$ cat src/rtl/expr_eval_pipe.sv
// expr_eval_pipe: valid/ready, 2-stage evaluator of Verilog-semantics expressions on WIDTH-bit operands.
// Define EXPR_EVAL_DIV_EN to build the iterative DIV/MOD unit; without it opcodes 12/13 are illegal.
module expr_eval_pipe #(
  parameter int WIDTH = 8,
  parameter int RW    = 2 * WIDTH
) (
  input  logic             clk,
  input  logic             rst_n,
  input  logic             in_valid,
  output logic             in_ready,
  input  logic [3:0]       op,
  input  logic [WIDTH-1:0] a,
  input  logic             a_signed,
  input  logic [WIDTH-1:0] b,
  input  logic             b_signed,
  output logic             out_valid,
  input  logic             out_ready,
  output logic [RW-1:0]    result,
  output logic             err
);

  typedef enum logic [3:0] {
    OP_ADD  = 4'd0,  OP_SUB  = 4'd1,  OP_MUL  = 4'd2,  OP_AND  = 4'd3,
    OP_OR   = 4'd4,  OP_XNOR = 4'd5,  OP_SHL  = 4'd6,  OP_SHR  = 4'd7,
    OP_LT   = 4'd8,  OP_EQ   = 4'd9,  OP_RAND = 4'd10, OP_RXOR = 4'd11,
    OP_DIV  = 4'd12, OP_MOD  = 4'd13, OP_IL14 = 4'd14, OP_IL15 = 4'd15
  } op_e;

  typedef enum logic [1:0] {ST_RUN, ST_DIV, ST_DRAIN} state_e;

  state_e          state_q, state_d;
  logic            s1_valid_q, s1_valid_d;
  op_e             s1_op_q, s1_op_d;
  logic            s1_s_q, s1_s_d;
  logic [RW-1:0]   s1_a_q, s1_a_d;
  logic [RW-1:0]   s1_b_q, s1_b_d;
  logic            out_valid_q, out_valid_d;
  logic [RW-1:0]   result_q, result_d;
  logic            err_q, err_d;

  logic            advance;
  logic            accept;
  logic            is_div;
  logic            s_in;
  logic [RW-1:0]   alu_res;
  logic            alu_err;
  logic [63:0]     amt;
  logic            sh_over;
  logic            lt;

`ifdef EXPR_EVAL_DIV_EN
  localparam int CW = $clog2(WIDTH);

  logic [CW-1:0]    div_cnt_q, div_cnt_d;
  logic [WIDTH-1:0] div_rem_q, div_rem_d;
  logic [WIDTH-1:0] div_quo_q, div_quo_d;
  logic [WIDTH-1:0] div_den_q, div_den_d;
  logic             div_mod_q, div_mod_d;
  logic             div_qneg_q, div_qneg_d;
  logic             div_rneg_q, div_rneg_d;
  logic             div_zero_q, div_zero_d;
  logic [RW-1:0]    div_a_q, div_a_d;

  logic [WIDTH-1:0] ld_a_low, ld_b_low, ld_a_mag, ld_b_mag;
  logic             ld_a_neg, ld_b_neg;
  logic [WIDTH:0]   rem_shift, trial;
  logic [WIDTH-1:0] rem_nx, quo_nx;
  logic [RW-1:0]    q_ext, r_ext, div_res;
`endif

  assign advance  = !out_valid_q || out_ready;
  assign in_ready = rst_n && (state_q == ST_RUN) && (!s1_valid_q || advance);
  assign accept   = in_valid && in_ready;
  assign s_in     = a_signed && b_signed;

`ifdef EXPR_EVAL_DIV_EN
  assign is_div = (s1_op_q == OP_DIV) || (s1_op_q == OP_MOD);
`else
  assign is_div = 1'b0;
`endif

  // Operands are already extended to RW, so every op below works in the result width.
  always_comb begin
    amt     = 64'(s1_b_q[WIDTH-1:0]);
    sh_over = (amt >= 64'(RW));
    lt      = s1_s_q ? ($signed(s1_a_q) < $signed(s1_b_q)) : (s1_a_q < s1_b_q);
    alu_res = '0;
    alu_err = 1'b0;
    case (s1_op_q)
      OP_ADD:  alu_res = s1_a_q + s1_b_q;
      OP_SUB:  alu_res = s1_a_q - s1_b_q;
      OP_MUL:  alu_res = s1_a_q * s1_b_q;
      OP_AND:  alu_res = s1_a_q & s1_b_q;
      OP_OR:   alu_res = s1_a_q | s1_b_q;
      OP_XNOR: alu_res = ~(s1_a_q ^ s1_b_q);
      OP_SHL:  alu_res = sh_over ? '0 : (s1_a_q << s1_b_q[WIDTH-1:0]);
      OP_SHR: begin
        if (sh_over)     alu_res = {RW{s1_s_q & s1_a_q[RW-1]}};
        else if (s1_s_q) alu_res = $signed(s1_a_q) >>> s1_b_q[WIDTH-1:0];
        else             alu_res = s1_a_q >> s1_b_q[WIDTH-1:0];
      end
      OP_LT:   alu_res = {{(RW-1){1'b0}}, lt};
      OP_EQ:   alu_res = {{(RW-1){1'b0}}, (s1_a_q == s1_b_q)};
      OP_RAND: alu_res = {{(RW-1){1'b0}}, &s1_a_q[WIDTH-1:0]};
      OP_RXOR: alu_res = {{(RW-1){1'b0}}, ^s1_a_q[WIDTH-1:0]};
      default: alu_err = 1'b1;
    endcase
  end

`ifdef EXPR_EVAL_DIV_EN
  // Restoring divide on magnitudes; signs are reapplied in RW bits so -2^(W-1)/-1 stays exact.
  always_comb begin
    ld_a_low = s1_a_q[WIDTH-1:0];
    ld_b_low = s1_b_q[WIDTH-1:0];
    ld_a_neg = s1_s_q & ld_a_low[WIDTH-1];
    ld_b_neg = s1_s_q & ld_b_low[WIDTH-1];
    ld_a_mag = ld_a_neg ? -ld_a_low : ld_a_low;
    ld_b_mag = ld_b_neg ? -ld_b_low : ld_b_low;
    rem_shift = {div_rem_q, div_quo_q[WIDTH-1]};
    trial     = rem_shift - {1'b0, div_den_q};
    if (trial[WIDTH]) begin
      rem_nx = rem_shift[WIDTH-1:0];
      quo_nx = {div_quo_q[WIDTH-2:0], 1'b0};
    end else begin
      rem_nx = trial[WIDTH-1:0];
      quo_nx = {div_quo_q[WIDTH-2:0], 1'b1};
    end
    q_ext = {{(RW-WIDTH){1'b0}}, quo_nx};
    r_ext = {{(RW-WIDTH){1'b0}}, rem_nx};
    if (div_zero_q)     div_res = div_mod_q ? div_a_q : '1;
    else if (div_mod_q) div_res = div_rneg_q ? -r_ext : r_ext;
    else                div_res = div_qneg_q ? -q_ext : q_ext;
  end
`endif

  always_comb begin
    state_d     = state_q;
    s1_valid_d  = s1_valid_q;
    s1_op_d     = s1_op_q;
    s1_s_d      = s1_s_q;
    s1_a_d      = s1_a_q;
    s1_b_d      = s1_b_q;
    out_valid_d = out_valid_q;
    result_d    = result_q;
    err_d       = err_q;
`ifdef EXPR_EVAL_DIV_EN
    div_cnt_d  = div_cnt_q;
    div_rem_d  = div_rem_q;
    div_quo_d  = div_quo_q;
    div_den_d  = div_den_q;
    div_mod_d  = div_mod_q;
    div_qneg_d = div_qneg_q;
    div_rneg_d = div_rneg_q;
    div_zero_d = div_zero_q;
    div_a_d    = div_a_q;
`endif
    case (state_q)
      ST_RUN: begin
        if (advance) begin
          out_valid_d = 1'b0;
          if (s1_valid_q) begin
            s1_valid_d = 1'b0;
            if (is_div) begin
              state_d = ST_DIV;
`ifdef EXPR_EVAL_DIV_EN
              div_cnt_d  = '0;
              div_rem_d  = '0;
              div_quo_d  = ld_a_mag;
              div_den_d  = ld_b_mag;
              div_mod_d  = (s1_op_q == OP_MOD);
              div_qneg_d = ld_a_neg ^ ld_b_neg;
              div_rneg_d = ld_a_neg;
              div_zero_d = (ld_b_low == '0);
              div_a_d    = s1_a_q;
`endif
            end else begin
              out_valid_d = 1'b1;
              result_d    = alu_res;
              err_d       = alu_err;
            end
          end
        end
      end
`ifdef EXPR_EVAL_DIV_EN
      ST_DIV: begin
        div_cnt_d = div_cnt_q + 1'b1;
        div_rem_d = rem_nx;
        div_quo_d = quo_nx;
        if (div_cnt_q == CW'(WIDTH - 1)) begin
          state_d     = ST_DRAIN;
          out_valid_d = 1'b1;
          result_d    = div_res;
          err_d       = div_zero_q;
        end
      end
      ST_DRAIN: begin
        if (advance) begin
          out_valid_d = 1'b0;
          state_d     = ST_RUN;
        end
      end
`endif
      default: state_d = ST_RUN;
    endcase
    if (accept) begin
      s1_valid_d = 1'b1;
      s1_op_d    = op_e'(op);
      s1_s_d     = s_in;
      s1_a_d     = {{(RW-WIDTH){s_in & a[WIDTH-1]}}, a};
      s1_b_d     = {{(RW-WIDTH){s_in & b[WIDTH-1]}}, b};
    end
  end

  always_ff @(posedge clk) begin
    if (!rst_n) begin
      state_q     <= ST_RUN;
      s1_valid_q  <= 1'b0;
      s1_op_q     <= OP_ADD;
      s1_s_q      <= 1'b0;
      s1_a_q      <= '0;
      s1_b_q      <= '0;
      out_valid_q <= 1'b0;
      result_q    <= '0;
      err_q       <= 1'b0;
    end else begin
      state_q     <= state_d;
      s1_valid_q  <= s1_valid_d;
      s1_op_q     <= s1_op_d;
      s1_s_q      <= s1_s_d;
      s1_a_q      <= s1_a_d;
      s1_b_q      <= s1_b_d;
      out_valid_q <= out_valid_d;
      result_q    <= result_d;
      err_q       <= err_d;
    end
  end

`ifdef EXPR_EVAL_DIV_EN
  always_ff @(posedge clk) begin
    if (!rst_n) begin
      div_cnt_q  <= '0;
      div_rem_q  <= '0;
      div_quo_q  <= '0;
      div_den_q  <= '0;
      div_mod_q  <= 1'b0;
      div_qneg_q <= 1'b0;
      div_rneg_q <= 1'b0;
      div_zero_q <= 1'b0;
      div_a_q    <= '0;
    end else begin
      div_cnt_q  <= div_cnt_d;
      div_rem_q  <= div_rem_d;
      div_quo_q  <= div_quo_d;
      div_den_q  <= div_den_d;
      div_mod_q  <= div_mod_d;
      div_qneg_q <= div_qneg_d;
      div_rneg_q <= div_rneg_d;
      div_zero_q <= div_zero_d;
      div_a_q    <= div_a_d;
    end
  end
`endif

  assign out_valid = out_valid_q;
  assign result    = result_q;
  assign err       = err_q;

endmodule

$ cat config.mk
export PLATFORM = sky130hd
export DESIGN_NAME = expr_eval_pipe
export DESIGN_NICKNAME = d
export VERILOG_FILES = /design/src/rtl/expr_eval_pipe.sv
export SDC_FILE = /design/constraint.sdc
export NUM_CORES = 1
export LEC_CHECK = 0
export ABC_CLOCK_PERIOD_IN_PS = 13400
export CAP_MARGIN = 20
export CORE_MARGIN = 1.5
export CORE_UTILIZATION = 51
export CTS_BUF_LIST = sky130_fd_sc_hd__clkbuf_16
export CTS_CLUSTER_SIZE = 14
export DETAILED_ROUTE_END_ITERATION = 7
export GPL_TIMING_DRIVEN = 0
export HOLD_SLACK_MARGIN = 0.02
export PLACE_DENSITY = 0.71
export SETUP_SLACK_MARGIN = 0.05
export SLEW_MARGIN = 30
export SYNTH_ARGS = -nofsm -noshare
export SYNTH_HDL_FRONTEND = slang
export SYNTH_SLANG_ARGS = --single-unit
$ cat constraint.sdc
create_clock -name clk -period 13.4 [get_ports clk]
set_clock_uncertainty 0.15 [all_clocks]
set_input_delay 2.68 -clock clk [delete_from_list [all_inputs] [get_ports clk]]
set_output_delay 2.68 -clock clk [all_outputs]
set_load 0.01 [all_outputs]
==> results of run 1 <==
[final cells by class]
type | instances | share of cell area
plain buffers | 61 | 0.0360
clock buffers | 5 | 0.0154
clock inverters | 3 | 0.00540
inverters | 103 | 0.0477
multi-input cells | 734 | 0.711
flip-flops and latches | 42 | 0.104
well taps | 180 | 0.0278
repair buffers | 43 | 0.0531
[power groups by stage]
stage | sequential [uW] | combinational, uW | clock [uW]
floorplan | 142 | 161 | 0
global placement | 146 | 245 | 0
detailed placement | 146 | 246 | 0
CTS | 143 | 248 | 143
global route | 144 | 274 | 149
finish | 144 | 258 | 144
[metrics by stage]
step / hold slack [ps] / instances / worst slack (ps) / power (uW)
after floorplan: 324 / 940 / 7280 / 302
after global placement: 299 / 1163 / 6560 / 391
after detailed placement: 296 / 1163 / 6540 / 392
after CTS: 318 / 1171 / 6530 / 534
after global routing: 353 / 1171 / 6340 / 566
final: 316 / 1171 / 6530 / 546
[layout by cell type (no fill, tap or decap), types with 5 or more instances in the layout]
cell,instances
o211ai_1,9
a211oi_1,8
a21oi_1,64
o221ai_1,5
nor2b_1,9
mux4_2,6
clkbuf_16,5
clkbuf_1,38
a221oi_1,5
o31ai_1,7
a31oi_1,15
a21o_1,8
o22ai_1,6
a22oi_1,6
nand2b_1,14
clkdlybuf4s50_1,43
nor3_1,28
nand2_1,114
nor2_1,74
nor4_1,6
dfxtp_1,42
or3_1,5
o21a_1,6
xor2_1,5
and2_1,9
o21ai_0,42
and3_1,7
buf_2,13
a21boi_0,7
ha_1,65
mux2i_1,13
a311oi_1,6
nand3_1,32
inv_1,100
xnor2_1,16
fa_1,66
nor3b_1,6
[cell families (layout without fill, tap and decap cells)]
kind of cell | Yosys count | in the layout
buffers and inverters | 164 | 215
flip-flops | 42 | 42
XOR/XNOR | 21 | 21
AND/OR/NAND/NOR | 334 | 334
AO/OA/AOI/OAI | 226 | 226
adder cells (fa/ha/maj) | 131 | 131
multiplexers | 22 | 22
[worst max-delay path, cell delays in order]
cell             delay [ps]
clkdlybuf4s50_1         470
nor2b_1                  80
a21oi_1                 230
clkdlybuf4s50_1         580
[sequential cells by signal, summed over array words and instances, names as in the netlist]
register / cells
s1_a_q: 9
out_valid: 1
s1_s_q: 1
err: 1
s1_op_q: 4
result: 16
s1_b_q: 9
s1_valid_q: 1
[worst min-delay path by stage]
| stage | slack [ps] | startpoint | to |
|---|---|---|---|
| 2_1_floorplan | 320 | result[2]$_SDFFE_PN0P_ | result[2]$_SDFFE_PN0P_ |
| 3_3_place_gp | 300 | result[2]$_SDFFE_PN0P_ | result[2]$_SDFFE_PN0P_ |
| 3_5_place_dp | 300 | result[2]$_SDFFE_PN0P_ | result[2]$_SDFFE_PN0P_ |
| 4_1_cts | 320 | result[2]$_SDFFE_PN0P_ | result[2]$_SDFFE_PN0P_ |
| 5_1_grt | 350 | result[13]$_SDFFE_PN0P_ | result[13]$_SDFFE_PN0P_ |
| 6_report | 320 | result[2]$_SDFFE_PN0P_ | result[2]$_SDFFE_PN0P_ |
[layer usage]
metal / global-route usage / up-vias / part of all wire
met5: 0 / - / 0
met4: 0.174 / 0 / 0.054
met3: 0.106 / 97 / 0.12
met2: 0.567 / 520 / 0.40
met1: 0.573 / 3609 / 0.42
li1: - / 3352 / -
==> results.toml, run 1 <==
[run_status]
outcome = "completed"

[critical_path]
startpoint = "out_ready"
cp.arrival_ps = 4040
reg2reg_from = "s1_b_q[2]$_SDFFE_PN0P_"
required_ps = 10570
start_kind = "input pin"
worstReg2RegEnd = "result[15]$_SDFFE_PN0P_"
crit_type = "in -> out"
worstPathMaxFanout = 3
r2r_slack_ps = 6660
end_kind = "output pin"
reg2regPathDepth = 20
endpoint = "in_ready"

[sta]
hold_violations = 0
finalSetupTns_ps = 0
finalCritPeriodShare = 0.513
setup_viol = 0
tightest_slew_ps = 918
finalMaxSlewViolations = 0
max_freq_mhz = 146
rsz0062_at_grt = "false"
relSlewSlack = 0.388
fin_crit_ps = 6870

[finish]
finish.utilization = 0.584
nFillCells = 1313
final_net_count = 1147
fin_area_um2 = 8110
antenna_cells = 0
multiInputGateArea_um2 = 5760
seqCellArea_um2 = 841
drive_gt1_frac = 0.0565
areaGrowthSynthToFinish_pct = 11.6

[clock_tree]
cts_inserted_buffers = 5
postCtsSetupBuffers = 0
h-tree-depth = 2
clkSlewWorstSetupHoldPaths_ps = 60
post_cts_resized = 0
cts_buffer_depth = 2
clock_sinks = 42
cts-root-buf = "clkbuf_16"
cts_tree = "built"
insertion_delay_ps = 290
holdBufCountCts = 0

[route]
finalWirelength_um = 29500
routed_via_density = 6.47
routedWlPerCell_um = 25.2
via_count = 7578
first_pass_iters = 6
ant_nets = 0
drc = 0
drt_iter0_drc = 1074

[synthesis]
ys.warnings.count = 0
synth_top_area_cell = "fa_1"
synth.area.top_cells = "fa_1 (18%), dfxtp_1 (12%), ha_1 (11%), nand2_1 (5.9%), inv_1 (5.2%)"
ys_top_cells_by_count = "nand2_1 (114), inv_1 (100), nor2_1 (74), fa_1 (66), ha_1 (65)"
synthXorXnorAreaFrac = 0.0253
syn_nets = 1097
synth_compound_area_frac = 0.204
netlist_area_um2 = 7260
yosysTopAreaCellShare = 0.182
synth_top_family_by_area = "adder cells"
ys_seq_area_frac = 0.116
synthArstFlopShare = 0
ys.flop_type = "dfxtp_1"
synth_mux_area_frac = 0.0417
synth_cell_type_count = 75
synthAdderAreaFrac = 0.294
ys_seq_elements = 42
synth_edf_count = 0
syn_area_per_cell_um2 = 7.73
synth-simple-area-share = 0.226
syn_inst = 940
synth.most_common_cell = "nand2_1"

[global_routing]
grt_pass1_wl_um = 43700
grtUsageTotal = 0.401
grt_max_degree = 15
grt_overflow = 0
grt_pass1_vias = 7114
antenna_found_initial = 0

[placed_design]
dp.final_hpwl_um = 23500
dpl_cell_area_um2 = 7940
io_buffers = 43
gp_congestion = 1.13

[pwr]
vdd_ir_drop_max_v = 0.0000665
p_sw_frac = 0.430
p_clk_frac = 0.263
p_seq_frac = 0.264
switchingPower_uw = 235
combPwrFrac = 0.473
p_int_uw = 311
power_density_nw_per_um2 = 67.4
power_leakage_uw = 0.00357

[hold_path]
hold_class = "reg -> reg"
holdPathStages = 2

[floorplanning]
dieArea_um2 = 15000
start_util = 0.523
rows = 43
fp.coreArea_um2 = 13900
die_y_um = 122
ioPinCount = 45
fp.dieW_um = 122

[job]
drv_cap = 0
Power figures use the tool's default switching activity.
==> inputs of run 2 (changes only) <==
--- a/config.mk
+++ b/config.mk
@@ -5,7 +5,7 @@
 export SDC_FILE = /design/constraint.sdc
 export NUM_CORES = 1
 export LEC_CHECK = 0
-export ABC_CLOCK_PERIOD_IN_PS = 13400
+export ABC_CLOCK_PERIOD_IN_PS = 7200
 export CAP_MARGIN = 20
 export CORE_MARGIN = 1.5
 export CORE_UTILIZATION = 51
==> constraint.sdc (replaced) <==
create_clock -name clk -period 7.2 [get_ports clk]
set_clock_uncertainty 0.15 [all_clocks]
set_input_delay 1.44 -clock clk [delete_from_list [all_inputs] [get_ports clk]]
set_output_delay 1.44 -clock clk [all_outputs]
set_load 0.01 [all_outputs]
==> results of run 2 <==
Same layout as run 1 (identical final DEF). Status: completed.
Among the figures that moved: setup slack after placement 6540 ps -> 683 ps; setup slack after layout 6530 ps -> 456 ps; start point of the critical path out_ready -> s1_b_q[2]$_SDFFE_PN0P_; end point of the critical path in_ready -> result[15]$_SDFFE_PN0P_; register-to-register setup slack 6660 ps -> 460 ps; total power 546 uW -> 1020 uW; worst IR drop on VDD 0.0000665 V -> 0.000124 V
==> inputs of run 3 (changes only) <==
--- a/config.mk
+++ b/config.mk
@@ -12,7 +12,6 @@
 export CTS_BUF_LIST = sky130_fd_sc_hd__clkbuf_16
 export CTS_CLUSTER_SIZE = 14
 export DETAILED_ROUTE_END_ITERATION = 7
-export GPL_TIMING_DRIVEN = 0
 export HOLD_SLACK_MARGIN = 0.02
 export PLACE_DENSITY = 0.71
 export SETUP_SLACK_MARGIN = 0.05
==> results.toml, run 3 (synthesis gave the netlist of run 1 again) <==
[run_status]
outcome = "completed"

[clock_tree]
insertion_delay_ps = 300
clock_sinks = 42
postCtsSetupBuffers = 0
cts_buffer_depth = 2
cts_inserted_buffers = 5
holdBufCountCts = 0
cts_tree = "built"
clkSlewWorstSetupHoldPaths_ps = 70
h-tree-depth = 2
cts-root-buf = "clkbuf_16"
post_cts_resized = 0

[pwr]
p_clk_frac = 0.248
combPwrFrac = 0.448
power_density_nw_per_um2 = 118
p_sw_frac = 0.429
p_seq_frac = 0.304
switchingPower_uw = 399
power_leakage_uw = 0.00349
vdd_ir_drop_max_v = 0.000106
fin_total_pwr_uw = 931
p_int_uw = 532

[global_routing]
grt_pass1_wl_um = 39800
antenna_found_initial = 0
grtUsageTotal = 0.353
grt_max_degree = 40
grt_pass1_vias = 6640
grt_overflow = 0

[critical_path]
required_ps = 7220
worstReg2RegEnd = "result[13]$_SDFFE_PN0P_"
r2r_slack_ps = 1610
worstPathMaxFanout = 9
endpoint = "result[13]$_SDFFE_PN0P_"
end_kind = "flop"
reg2reg_from = "s1_b_q[4]$_SDFFE_PN0P_"
startpoint = "s1_b_q[4]$_SDFFE_PN0P_"
start_kind = "flop"
reg2regPathDepth = 15
cp.arrival_ps = 5610
crit_type = "reg -> reg"

[finish]
stdcell_count = 1126
multiInputGateArea_um2 = 5750
final_common_cell = "nand2_1"
areaGrowthSynthToFinish_pct = 8.75
seqCellArea_um2 = 841
finish.utilization = 0.569
nFillCells = 1355
antenna_cells = 0
largest_reg_flops = 16
final_net_count = 1102
drive_gt1_frac = 0.0518
layout_common_cells = "nand2_1 (114), inv_1 (101), nor2_1 (74)"

[job]
drv_cap = 0

[sta]
relSlewSlack = 0.353
setup_viol = 0
hold_violations = 0
tightest_slew_ps = 969
rsz0062_at_grt = "false"
finalSetupTns_ps = 0
finalMaxSlewViolations = 0
finalCritPeriodShare = 0.777
max_freq_mhz = 179
fin_crit_ps = 5590
layout_setup_ws_ps = 1610

[floorplanning]
fp.coreArea_um2 = 13900
rows = 43
start_util = 0.523
fp.dieW_um = 122
dieArea_um2 = 15000
die_y_um = 122
ioPinCount = 45

[route]
first_pass_iters = 6
finalWirelength_um = 25400
via_count = 7116
routedWlPerCell_um = 22.6
routed_via_density = 6.32
ant_nets = 0
drt_iter0_drc = 1018
drc = 0

[placed_design]
io_buffers = 44
dp_slack_ps = 1720
gp_congestion = 1.06
dp.cells = 1118
dp.final_hpwl_um = 19700

[hold_path]
hold_class = "reg -> reg"
run 3: critical path: stages (launching register included):
cell and delay, ps:
dfxtp_1 700, ha_1 360, inv_1 130, fa_1 510
fa_1 550, inv_1 60, fa_1 490, fa_1 430
fa_1 400, ha_1 360, a21oi_1 310, a2bb2oi_1 310
nand4_1 120, nor3b_1 170, o31ai_1 270, o211ai_1 130
run 3: cell type report:
| class | count | share of cell area |
|---|---|---|
| clock buffers | 5 | 0.0158 |
| flip-flops and latches | 42 | 0.106 |
| clock inverters | 3 | 0.00222 |
| inverters | 103 | 0.0489 |
| multi-input cells | 734 | 0.728 |
| repair buffers | 59 | 0.0700 |
| well taps | 180 | 0.0285 |
run 3: routing by layer:
| layer | up-vias | routed length [um] | global-route usage |
|---|---|---|---|
| met2 | 415 | 10700 | 0.501 |
| met3 | 73 | 2640 | 0.0743 |
| met4 | 0 | 1010 | 0.117 |
| met1 | 3374 | 11100 | 0.530 |
| met5 | - | 0 | 0 |
| li1 | 3254 | - | - |
run 3: power by group through the flow:
| stage | sequential [uW] | clock (uW) | combinational, uW |
|---|---|---|---|
| finish | 283 | 231 | 417 |
| global route | 284 | 246 | 455 |
| CTS | 281 | 230 | 407 |
| detailed placement | 286 | 0 | 403 |
| global placement | 286 | 0 | 404 |
| floorplan | 263 | 0 | 299 |
run 3: how the worst min path moves through the flow:
stage                             end  slack, ps                    from  depth (start not counted)
3_3_place_gp   result[2]$_SDFFE_PN0P_        310  result[2]$_SDFFE_PN0P_                          2
4_1_cts        result[2]$_SDFFE_PN0P_        320  result[2]$_SDFFE_PN0P_                          2
2_1_floorplan  result[2]$_SDFFE_PN0P_        320  result[2]$_SDFFE_PN0P_                          2
5_1_grt        result[3]$_SDFFE_PN0P_        380  result[3]$_SDFFE_PN0P_                          2
3_5_place_dp   result[2]$_SDFFE_PN0P_        300  result[2]$_SDFFE_PN0P_                          2
6_report       result[2]$_SDFFE_PN0P_        320  result[2]$_SDFFE_PN0P_                          2
run 3: through the flow:
stage	cell area, um2	hold WS [ps]
finish	7900	322
global route	7900	378
CTS	7900	317
detailed placement	7760	298
global placement	7750	306
floorplan	7260	324
